[src/rtl/data_ram_arbiter_if.sv]
// Instruction/data request buses and single-port RAM bus shared by the arbiter.
// Zero-cycle grant, one-cycle read response, no response backpressure.
interface data_ram_arbiter_if;
    logic        inst_req;
    logic [31:0] inst_addr;
    logic        inst_gnt;
    logic        inst_rvalid;
    logic [31:0] inst_rdata;

    logic        data_req;
    logic [3:0]  data_wen;
    logic [31:0] data_addr;
    logic [31:0] data_wdata;
    logic        data_gnt;
    logic        data_rvalid;
    logic [31:0] data_rdata;

    logic        ram_en;
    logic [3:0]  ram_we;
    logic [31:0] ram_addr;
    logic [31:0] ram_wdata;
    logic [31:0] ram_rdata;

    modport slave (
        input  inst_req, inst_addr, data_req, data_wen, data_addr, data_wdata, ram_rdata,
        output inst_gnt, inst_rvalid, inst_rdata, data_gnt, data_rvalid, data_rdata,
               ram_en, ram_we, ram_addr, ram_wdata
    );

    modport master (
        output inst_req, inst_addr, data_req, data_wen, data_addr, data_wdata, ram_rdata,
        input  inst_gnt, inst_rvalid, inst_rdata, data_gnt, data_rvalid, data_rdata,
               ram_en, ram_we, ram_addr, ram_wdata
    );
endinterface

[src/rtl/data_ram_arbiter.sv]
// Inst/data arbiter for one single-port RAM, data-first; DRAM_ARB_STARVE_EN adds inst anti-starvation.
// Grant is same-cycle, read rvalid one cycle after grant; responses cannot be stalled.
module data_ram_arbiter #(
    parameter int unsigned STARVE_LIMIT = 4
) (
    input  logic               clk,
    input  logic               reset,
    data_ram_arbiter_if.slave  bus
);

    typedef enum logic [1:0] {RSP_IDLE, RSP_INST, RSP_DATA} rsp_state_t;

    if (STARVE_LIMIT < 1 || STARVE_LIMIT > 15) begin : g_limit_check
        $error("STARVE_LIMIT must be in 1..15");
    end

    rsp_state_t state;
    logic       inst_gnt;
    logic       data_gnt;
    logic       inst_first;

`ifdef DRAM_ARB_STARVE_EN
    localparam logic [3:0] LIMIT = 4'(STARVE_LIMIT);
    logic [3:0] starve_cnt;

    assign inst_first = (starve_cnt >= LIMIT);

    always_ff @(posedge clk) begin
        if (reset || !bus.inst_req || inst_gnt) begin
            starve_cnt <= 4'd0;
        end else if (starve_cnt != 4'd15) begin
            starve_cnt <= starve_cnt + 4'd1;
        end
    end
`else
    assign inst_first = 1'b0;
`endif

    always_comb begin
        inst_gnt = 1'b0;
        data_gnt = 1'b0;
        if (!reset) begin
            if (bus.data_req && !(inst_first && bus.inst_req)) begin
                data_gnt = 1'b1;
            end else if (bus.inst_req) begin
                inst_gnt = 1'b1;
            end
        end
    end

    assign bus.inst_gnt  = inst_gnt;
    assign bus.data_gnt  = data_gnt;
    assign bus.ram_en    = inst_gnt | data_gnt;
    assign bus.ram_we    = data_gnt ? bus.data_wen : 4'b0000;
    assign bus.ram_addr  = data_gnt ? bus.data_addr : bus.inst_addr;
    assign bus.ram_wdata = bus.data_wdata;

    // Stores retire at grant, so only loads move the tracker to RSP_DATA.
    always_ff @(posedge clk) begin
        if (reset) begin
            state <= RSP_IDLE;
        end else if (inst_gnt) begin
            state <= RSP_INST;
        end else if (data_gnt && bus.data_wen == 4'b0000) begin
            state <= RSP_DATA;
        end else begin
            state <= RSP_IDLE;
        end
    end

    // Gating with reset drops a response still in flight when reset arrives.
    assign bus.inst_rvalid = (state == RSP_INST) && !reset;
    assign bus.data_rvalid = (state == RSP_DATA) && !reset;
    assign bus.inst_rdata  = bus.ram_rdata;
    assign bus.data_rdata  = bus.ram_rdata;

endmodule

[src/flat_wrapper.sv]
// flat-port wrapper written by rule: the top's interface ports become plain ports
module data_ram_arbiter_flat 
#(
    parameter int unsigned STARVE_LIMIT = 4
)
  (clk, reset, bus_inst_req, bus_inst_addr, bus_data_req, bus_data_wen, bus_data_addr, bus_data_wdata, bus_ram_rdata, bus_inst_gnt, bus_inst_rvalid, bus_inst_rdata, bus_data_gnt, bus_data_rvalid, bus_data_rdata, bus_ram_en, bus_ram_we, bus_ram_addr, bus_ram_wdata);
  data_ram_arbiter_if bus_i ();
  input  logic clk;
  input  logic reset;
  input wire logic [$bits(bus_i.inst_req)-1:0] bus_inst_req;
  input wire logic [$bits(bus_i.inst_addr)-1:0] bus_inst_addr;
  input wire logic [$bits(bus_i.data_req)-1:0] bus_data_req;
  input wire logic [$bits(bus_i.data_wen)-1:0] bus_data_wen;
  input wire logic [$bits(bus_i.data_addr)-1:0] bus_data_addr;
  input wire logic [$bits(bus_i.data_wdata)-1:0] bus_data_wdata;
  input wire logic [$bits(bus_i.ram_rdata)-1:0] bus_ram_rdata;
  output wire logic [$bits(bus_i.inst_gnt)-1:0] bus_inst_gnt;
  output wire logic [$bits(bus_i.inst_rvalid)-1:0] bus_inst_rvalid;
  output wire logic [$bits(bus_i.inst_rdata)-1:0] bus_inst_rdata;
  output wire logic [$bits(bus_i.data_gnt)-1:0] bus_data_gnt;
  output wire logic [$bits(bus_i.data_rvalid)-1:0] bus_data_rvalid;
  output wire logic [$bits(bus_i.data_rdata)-1:0] bus_data_rdata;
  output wire logic [$bits(bus_i.ram_en)-1:0] bus_ram_en;
  output wire logic [$bits(bus_i.ram_we)-1:0] bus_ram_we;
  output wire logic [$bits(bus_i.ram_addr)-1:0] bus_ram_addr;
  output wire logic [$bits(bus_i.ram_wdata)-1:0] bus_ram_wdata;
  assign bus_i.inst_req = bus_inst_req;
  assign bus_i.inst_addr = bus_inst_addr;
  assign bus_i.data_req = bus_data_req;
  assign bus_i.data_wen = bus_data_wen;
  assign bus_i.data_addr = bus_data_addr;
  assign bus_i.data_wdata = bus_data_wdata;
  assign bus_i.ram_rdata = bus_ram_rdata;
  assign bus_inst_gnt = bus_i.inst_gnt;
  assign bus_inst_rvalid = bus_i.inst_rvalid;
  assign bus_inst_rdata = bus_i.inst_rdata;
  assign bus_data_gnt = bus_i.data_gnt;
  assign bus_data_rvalid = bus_i.data_rvalid;
  assign bus_data_rdata = bus_i.data_rdata;
  assign bus_ram_en = bus_i.ram_en;
  assign bus_ram_we = bus_i.ram_we;
  assign bus_ram_addr = bus_i.ram_addr;
  assign bus_ram_wdata = bus_i.ram_wdata;
  data_ram_arbiter #(.STARVE_LIMIT(STARVE_LIMIT)) u_core (.clk(clk), .reset(reset), .bus(bus_i));
endmodule
[config.mk]
export PLATFORM = sky130hd
export DESIGN_NAME = data_ram_arbiter_flat
export DESIGN_NICKNAME = d
export VERILOG_FILES = /design/src/rtl/data_ram_arbiter_if.sv /design/src/rtl/data_ram_arbiter.sv /design/src/flat_wrapper.sv
export SDC_FILE = /design/constraint.sdc
export NUM_CORES = 1
export LEC_CHECK = 0
export BUFFER_PORTS_ARGS = -buffer_cell sky130_fd_sc_hd__buf_4
export CORE_AREA = 4 4 103 105
export CTS_CLUSTER_DIAMETER = 80
export DETAILED_ROUTE_END_ITERATION = 12
export DIE_AREA = 0 0 107 109
export PLACE_DENSITY = 0.48
export SKIP_LAST_GASP = 1
export SYNTH_ARGS = -nofsm -noshare
export SYNTH_HDL_FRONTEND = slang
export SYNTH_SLANG_ARGS = --single-unit
[constraint.sdc]
create_clock -name clk -period 1.1 [get_ports clk]
set_input_delay 0.11 -clock clk [delete_from_list [all_inputs] [get_ports clk]]
set_output_delay 0.11 -clock clk [all_outputs]
set_load 0.02 [all_outputs]
After elaboration in Yosys (flattened, before gate mapping)
Index checks and enable logic that the tools add are counted.

cells by class
  equal/unequal tests = 2
  multiplexer cells = 9
  bitwise gates (word level) = 1
  reduce and logical (&&, ||, !) cells = 6

operators with widths
  operator                                        number
  two-way mux 32 bit                              1
  two-way mux 1 bit                               6
  logical NOT 4 bit                               1
  two-way mux 4 bit                               1
  logical AND 1 bit                               3
  == test 2 x 1 -> 1 bit (second input constant)  1
  == test 2 bit (second input constant)           1
  two-way mux 2 bit                               1
  OR reduction 2 bit                              1
  logical NOT 1 bit                               1
  bitwise OR 1 bit                                1

word-level totals
  register bits after elaboration = 2
  output and inout port bits = 137

Logic depth before layout (Yosys ltp)
Gate-level depths: netlist of run 1.

  depth in word-level cells = 5
  depth in mapped cells = 5

Least setup slack after synthesis of run 1
No wires, ideal clock.

  kind = input to output
  from = input reset
  to = output bus_ram_we[0]
  arrival = 0.889 ns
  path slack = 0.101 ns
  stages on the path = 5
  buffers on the path = 2
  cell sequence = nand2b_1 -> buf_6 -> buf_12 -> inv_2 -> and2_1

on the way
  longest elaborated chain between the ends = 2

RTL lines
  what               line                    source
  start, declared    flat_wrapper.sv:9       input logic reset;
  two-way mux 1 bit  data_ram_arbiter.sv:42  if (!reset) begin
  via bus_data_gnt   flat_wrapper.sv:20      output wire logic [$bits(bus_i.data_gnt)-1:0] bus_data_gnt;
  two-way mux 4 bit  data_ram_arbiter.sv:54  assign bus.ram_we = data_gnt ? bus.data_wen : 4'b0000;
  end, declared      flat_wrapper.sv:24      output wire logic [$bits(bus_i.ram_we)-1:0] bus_ram_we;

The timed path passes the listed nets, and every way through them passes these cells.

Final worst setup path of run 1
  from = input reset
  to = output bus_ram_addr[4]

on the way
  longest elaborated chain between the ends = 2

RTL lines
  what                line                    source
  two-way mux 1 bit   data_ram_arbiter.sv:42
  two-way mux 32 bit  data_ram_arbiter.sv:55  assign bus.ram_addr = data_gnt ? bus.data_addr : bus.inst_addr;
  end, declared       flat_wrapper.sv:25      output wire logic [$bits(bus_i.ram_addr)-1:0] bus_ram_addr;

No other way between the ends.

==> load_flow_metrics.sql, run 1 <==
INSERT INTO impl_metrics (metric_group, metric, value, unit) VALUES
('pwr', 'clock_power_share', '24.6', '%'),
('clocking', 'cts_tree', 'built', ''),
('synthesis', 'ys_seq_elements', '2', ''),
('sta', 'finalMaxSlewViolations', '0', ''),
('pwr', 'leakagePower', '0.972', 'nW'),
('drt', 'wl', '3860', 'um'),
('placed_design', 'io_buffers', '112', ''),
('sta', 'setup_slack', '-0.0551', 'ns'),
('flow_run', 'timing.max_cap.violations', '0', ''),
('worst_setup_path', 'critPathTopFamily', 'buffers and inverters', ''),
('pwr', 'netSwitchingPower', '354', 'uW'),
('clocking', 'cts.path.max_buffers', '2', ''),
('worst_setup_path', 'critical_path_buf_inv_count', '3', ''),
('floorplanning', 'initial_utilization', '14.3', '%'),
('outcome', 'violations', 'negative setup slack', ''),
('outcome', 'status', 'finished with violations', ''),
('worst_setup_path', 'critical_path.max_fanout', '12', ''),
('synthesis', 'synthesis.nets', '284', ''),
('pwr', 'seqPwrFrac', '6.7', '%'),
('floorplanning', 'design.core.area', '9640', 'sq um'),
('floorplanning', 'floorplan.die.height', '109', 'um'),
('synthesis', 'synthDistinctLibCells', '12', ''),
('drt', 'routedWlPerCell', '12.8', 'um'),
('synthesis', 'synth-seq-area-share', '2.90', '%'),
('drt', 'highest_layer', 'met4', ''),
('sta', 'minimum_hold_slack', '0.179', 'ns'),
('global_routing', 'wire_length_of_the_first_global_routing_pass', '5310', 'um'),
('global_routing', 'grt_start_max_net_pins', '13', ''),
('worst_setup_path', 'cp_cell_sequence', 'buf_6 > nand2b_4 > buf_12 > mux2_4 > buf_4', ''),
('final_layout', 'area_growth_syn_to_layout', '31.3', '%'),
('sta', 'report.final.setup_viol', '32', ''),
('drt', 'ant_nets', '0', ''),
('drt', 'viasPerCell', '3.18', ''),
('floorplanning', 'num_rows', '36', ''),
('worst_setup_path', 'timing_worst_setup_path_type', 'in -> out', ''),
('final_layout', 'largestRegisters', 'u_core.state (2)', ''),
('clocking', 'cts_setup_buffers', '0', ''),
('sta', 'timing.final.crit_share', '105', '%'),
('final_layout', 'top_register', 'u_core.state', ''),
('synthesis', 'synthesis.instances', '148', ''),
('final_layout', 'largest_register_ff_count', '2', ''),
('final_layout', 'layout.nets', '307', ''),
('sta', 'max_clock_freq', '866', 'MHz'),
('drt', 'wl_met3', '787', 'um'),
('final_layout', 'layout.core_utilization', '18.8', '%'),
('pwr', 'power.combinational.fraction', '68.8', '%'),
('global_routing', 'grt_use_total', '5.68', '%'),
('final_layout', 'share_of_layout_cells_above_drive_strength_1', '92.3', '%'),
('worst_setup_path', 'critPathCaptureType', 'output pin', ''),
('worst_hold_path', 'hold_path_class', 'in -> reg', ''),
('drt', 'detailedRoute.firstIterationViolations', '17', ''),
('pwr', 'p_total', '1.15', 'mW'),
('clocking', 'cts.htree.levels', '1', ''),
('clocking', 'cts_buffers', '3', ''),
('global_routing', 'grt_pass1_vias', '1022', ''),
('drt', 'drt-pass1-iter-count', '2', ''),
('pwr', 'powerDensity', '631', 'nW/um^2'),
('clocking', 'cts_root_buf', 'sky130_fd_sc_hd__clkbuf_8', ''),
('sta', 'fin_setup_tns', '-1.20', 'ns'),
('sta', 'worst_slew_margin_rel', '84.8', '%'),
('worst_hold_path', 'hold-path-cell-count', '3', ''),
('worst_setup_path', 'critical_path_depth', '5', ''),
('worst_setup_path', 'timing.critical_path.required', '0.99', 'ns'),
('worst_setup_path', 'cp_max_delay_cell', 'sky130_fd_sc_hd__mux2_4', ''),
('clocking', 'cts.sinks', '2', ''),
('pwr', 'switching_share_of_power', '30.9', '%'),
('drt', 'wl_met2', '1790', 'um'),
('floorplanning', 'top_level_ports', '273', ''),
('clocking', 'worst_setup_hold_path_clk_slew', '0.03', 'ns'),
('drt', 'route.detailed.drc', '0', ''),
('worst_setup_path', 'startpoint_type_of_the_worst_setup_path', 'input pin', '');
## what timing repair did
action | in CTS | in global routing
resized for setup | 5 | 16
pin swaps | 0 | 0
endpoints found under the setup margin | 36 | 33
cloned | 1 | 1
## final timing paths
kind | start | end | slack [ns]
max | reset | bus_ram_addr[4] | -0.06
min | bus_data_wen[3] | u_core.state[1] | 0.18
## metal layers
metal | GRT usage, % | up-vias
met2 | 8.50 | 113
met4 | 1.55 | 0
met3 | 4.85 | 9
li1 | - | 426
met1 | 6.01 | 413
met5 | 0 | -
## logic make-up after synthesis
| kind of cell | count (synthesis) | share of synthesized area, % |
|---|---|---|
| buffers and inverters | 101 | 57.6 |
| multiplexers | 32 | 33.7 |
| AND/OR/NAND/NOR | 13 | 5.80 |
| flip-flops | 2 | 2.90 |
## cells in the final DEF, fill, tap and decap left out, drive strengths merged
master	instances
mux2	32
dfxtp	2
or4	1
and2	4
nand2b	1
clkbuf	4
buf	117
inv	1
nor3b	4
nor2	3
## final cells by class
type,instances,area (sq um)
fill,1103,7830
timing repair buffer,118,993
multi-input combinational,45,569
tap,133,166
clock buffer,3,41.3
sequential,2,40.0
inverter,1,3.75
## synthesized netlist by cell type
cell / instances / area share, %
sky130_fd_sc_hd__and2_1: 4 / 1.8
sky130_fd_sc_hd__buf_6: 1 / 0.82
sky130_fd_sc_hd__nor2_1: 3 / 0.82
sky130_fd_sc_hd__or4_1: 1 / 0.54
sky130_fd_sc_hd__nand2b_1: 1 / 0.45
sky130_fd_sc_hd__mux2_2: 4 / 3.3
sky130_fd_sc_hd__mux2_4: 28 / 30
sky130_fd_sc_hd__inv_2: 1 / 0.27
sky130_fd_sc_hd__nor3b_1: 4 / 2.2
sky130_fd_sc_hd__dfxtp_1: 2 / 2.9
sky130_fd_sc_hd__buf_12: 3 / 4.3
sky130_fd_sc_hd__buf_4: 96 / 52
## power groups by stage
stage | logic, mW | clock network (mW) | registers [mW]
after floorplan | 0.875 | 0 | 0.0764
after global placement | 0.725 | 0 | 0.0766
after detailed placement | 0.729 | 0 | 0.0767
after CTS | 0.754 | 0.288 | 0.0759
after global routing | 0.835 | 0.300 | 0.0765
final | 0.788 | 0.281 | 0.0762
## stage by stage
stage / cell area [sq um] / cells
after detailed placement: 1640 / 297
final: 1810 / 302
after global routing: 1810 / 302
after global placement: 1640 / 297
after CTS: 1730 / 301
after floorplan: 1380 / 148
Note: power is estimated with default switching activity, not from simulation.
==> run 2: changes to the inputs <==
Settings changed: CELL_PAD_IN_SITES_DETAIL_PLACEMENT set to 1, CELL_PAD_IN_SITES_GLOBAL_PLACEMENT set to 2, CORE_AREA 4 4 103 105 to not set, CORE_MARGIN set to 4, CORE_UTILIZATION set to 10, DIE_AREA 0 0 107 109 to not set, PLACE_DENSITY 0.48 to 0.78.
==> run 2 against run 1 <==
  * The run still ends with negative setup slack left
  * Global-route usage shrank 0.13 points
  * Die area grew 35%
  * Utilization shrank 3.0 points
  * Combinational power grew 15%
  * Non-clock buffer count grew 7
  * Critical path type unchanged
  * Largest cell class unchanged
  * Largest power group unchanged
==> load_flow_metrics.sql, run 2 (synthesis gave the netlist of run 1 again) <==
INSERT INTO impl_metrics (metric_group, metric, value, unit) VALUES
('outcome', 'status', 'finished with violations', ''),
('outcome', 'violations', 'negative setup slack', ''),
('final_layout', 'fill_cells', '1549', ''),
('clocking', 'worst_setup_hold_path_clk_slew', '0.03', 'ns'),
('worst_setup_path', 'timing_worst_setup_path_type', 'in -> out', ''),
('worst_setup_path', 'critPathTopFamily', 'buffers and inverters', ''),
('worst_setup_path', 'cp_max_delay_cell', 'sky130_fd_sc_hd__mux2_4', ''),
('worst_setup_path', 'startpoint_type_of_the_worst_setup_path', 'input pin', ''),
('worst_hold_path', 'hold-path-cell-count', '2', ''),
('final_layout', 'multi_input_comb_area', '577', 'sq um'),
('sta', 'worst_pin_slew', '0.169', 'ns'),
('worst_setup_path', 'worst_path_most_repeated_cell', 'sky130_fd_sc_hd__buf_6', ''),
('clocking', 'cts_buffers', '3', ''),
('global_routing', 'wire_length_of_the_first_global_routing_pass', '6670', 'um'),
('sta', 'min_period', '1.21', 'ns'),
('floorplanning', 'num_rows', '42', ''),
('pwr', 'powerDensity', '723', 'nW/um^2'),
('final_layout', 'largestRegisters', 'u_core.state (2)', ''),
('floorplanning', 'design.core.area', '13400', 'sq um'),
('worst_hold_path', 'hold_path_class', 'in -> reg', ''),
('final_layout', 'top_register', 'u_core.state', ''),
('worst_setup_path', 'cp_cell_sequence', 'buf_6 > nand2b_4 > buf_12 > buf_16 > mux2_4 > buf_6', ''),
('floorplanning', 'die_w', '126', 'um'),
('final_layout', 'num_antenna_cells', '0', ''),
('drt', 'viasPerCell', '2.90', ''),
('clocking', 'cts_root_buf', 'sky130_fd_sc_hd__clkbuf_16', ''),
('clocking', 'cts.path.max_buffers', '2', ''),
('pwr', 'seqPwrFrac', '5.0', '%'),
('floorplanning', 'initial_utilization', '10.3', '%'),
('flow_run', 'timing.max_cap.violations', '0', ''),
('pwr', 'worst_ir_drop_vdd', '304', 'uV'),
('worst_setup_path', 'critical_path.max_fanout', '4', ''),
('drt', 'wl', '4590', 'um'),
('sta', 'hold_viol_final', '0', ''),
('drt', 'route.detailed.drc', '0', ''),
('final_layout', 'area_growth_syn_to_layout', '53.1', '%'),
('worst_setup_path', 'worst_ep_arrival_time', '1.10', 'ns'),
('global_routing', 'grt_pass1_vias', '1286', ''),
('final_layout', 'mostFrequentLayoutCells', '80 x sky130_fd_sc_hd__buf_4, 38 x sky130_fd_sc_hd__buf_6, 29 x sky130_fd_sc_hd__mux2_4', ''),
('sta', 'finalMaxSlewViolations', '0', ''),
('drt', 'route.vias.total', '1020', ''),
('worst_hold_path', 'min_delay_endpoint', 'u_core.state[0]', ''),
('clocking', 'cts.htree.levels', '1', ''),
('worst_setup_path', 'critical_path_depth', '6', ''),
('final_layout', 'layout.cell_area.non_filler', '2110', 'sq um'),
('pwr', 'internal-power', '1.10', 'mW'),
('final_layout', 'layout.nets', '314', ''),
('drt', 'ant_nets', '0', ''),
('placed_design', 'detailedPlace.worstSlack', '-0.111', 'ns'),
('pwr', 'power.combinational.fraction', '59.2', '%'),
('floorplanning', 'floorplan.die.height', '126', 'um'),
('sta', 'report.final.setup_viol', '21', ''),
('sta', 'worst_slew_margin_rel', '88.7', '%'),
('placed_design', 'detailed_place_hpwl', '3680', 'um'),
('final_layout', 'layout.cells.most_common', 'sky130_fd_sc_hd__buf_4', ''),
('floorplanning', 'top_level_ports', '273', ''),
('placed_design', 'placement.cell_area', '1720', 'sq um'),
('global_routing', 'grt_start_max_net_pins', '9', ''),
('final_layout', 'final-seq-area', '40.0', 'sq um'),
('clocking', 'hold_buffers', '0', ''),
('final_layout', 'largest_register_ff_count', '2', ''),
('worst_setup_path', 'critPathCaptureType', 'output pin', ''),
('sta', 'setup_slack', '-0.112', 'ns'),
('placed_design', 'io_buffers', '112', ''),
('global_routing', 'grt_use_total', '5.55', '%'),
('drt', 'detailedRoute.firstIterationViolations', '11', ''),
('worst_setup_path', 'cpPeakStageDelay', '0.30', 'ns'),
('global_routing', 'grt_antenna_before_repair', '0', ''),
('worst_setup_path', 'critical_path_buf_inv_count', '4', ''),
('global_routing', 'grt.overflow.total', '0', ''),
('drt', 'drt-pass1-iter-count', '2', ''),
('clocking', 'cts_tree', 'built', ''),
('placed_design', 'place_congestion', '0.806', ''),
('pwr', 'clock_power_share', '35.8', '%'),
('drt', 'routedWlPerCell', '13.0', 'um'),
('pwr', 'netSwitchingPower', '427', 'uW'),
('final_layout', 'share_of_layout_cells_above_drive_strength_1', '95.5', '%'),
('floorplanning', 'design.die.area', '15800', 'sq um'),
('sta', 'timing.final.crit_share', '110', '%'),
('clocking', 'cts.sinks', '2', ''),
('worst_hold_path', 'hold_crit_start', 'bus_inst_req', ''),
('worst_setup_path', 'timing.critical_path.required', '0.99', 'ns'),
('sta', 'grt_setup_unrepaired', 'true', ''),
('sta', 'max_clock_freq', '825', 'MHz'),
('pwr', 'switching_share_of_power', '27.9', '%'),
('pwr', 'leakagePower', '1.07', 'nW');
## run 2: layout make-up
cell class | instances | area share (%)
clock buffers | 3 | 3.55
inverters | 1 | 0.533
multi-input cells | 45 | 27.3
flip-flops and latches | 2 | 1.89
well taps | 176 | 10.4
repair buffers | 125 | 56.3
## run 2: routing by layer
| metal | wire (um) | share of wire [%] | track usage (%) | vias up |
|---|---|---|---|---|
| met5 | 0 | 0 | 0 | - |
| met2 | 2660 | 58 | 11.1 | 95 |
| li1 | - | - | - | 442 |
| met3 | 593 | 13 | 3.20 | 18 |
| met1 | 1230 | 27 | 4.10 | 465 |
| met4 | 109 | 2.4 | 2.55 | 0 |
## run 2: repair_timing
action / in CTS / in global routing
resized for setup: 50 / 3
cloned: 4 / 0
setup buffers: 6 / 0
setup endpoints to repair: 33 / 38
pin swaps: 1 / 0
## run 2: power groups by stage
| stage | logic, mW | registers [mW] | clock network, mW |
|---|---|---|---|
| 2_1_floorplan | 0.875 | 0.0764 | 0 |
| 3_3_place_gp | 0.734 | 0.0765 | 0 |
| 3_5_place_dp | 0.752 | 0.0767 | 0 |
| 4_1_cts | 0.938 | 0.0759 | 0.555 |
| 5_1_grt | 0.954 | 0.0764 | 0.570 |
| 6_report | 0.905 | 0.0763 | 0.548 |
## run 2: through the flow
stage          power (mW)  std cells  hold WS [ns]  TNS (ns)  utilization [%]
6_report             1.53        352         0.185     -1.89             15.8
4_1_cts              1.57        354         0.179     -3.41             16.0
5_1_grt              1.60        352         0.202     -2.65             15.8
3_3_place_gp        0.811        341         0.220     -2.92             12.8
2_1_floorplan       0.951        148         0.185         0                -
3_5_place_dp        0.828        341         0.220     -3.18             12.8
## run 2: worst max-delay path by stage
stage,start,to,slack [ns]
global placement,reset,bus_ram_addr[6],-0.11
floorplan,reset,bus_ram_we[0],0.10
finish,reset,bus_ram_addr[10],-0.11
CTS,reset,bus_ram_addr[12],-0.11
global route,reset,bus_ram_addr[12],-0.14
detailed placement,reset,bus_ram_addr[8],-0.11
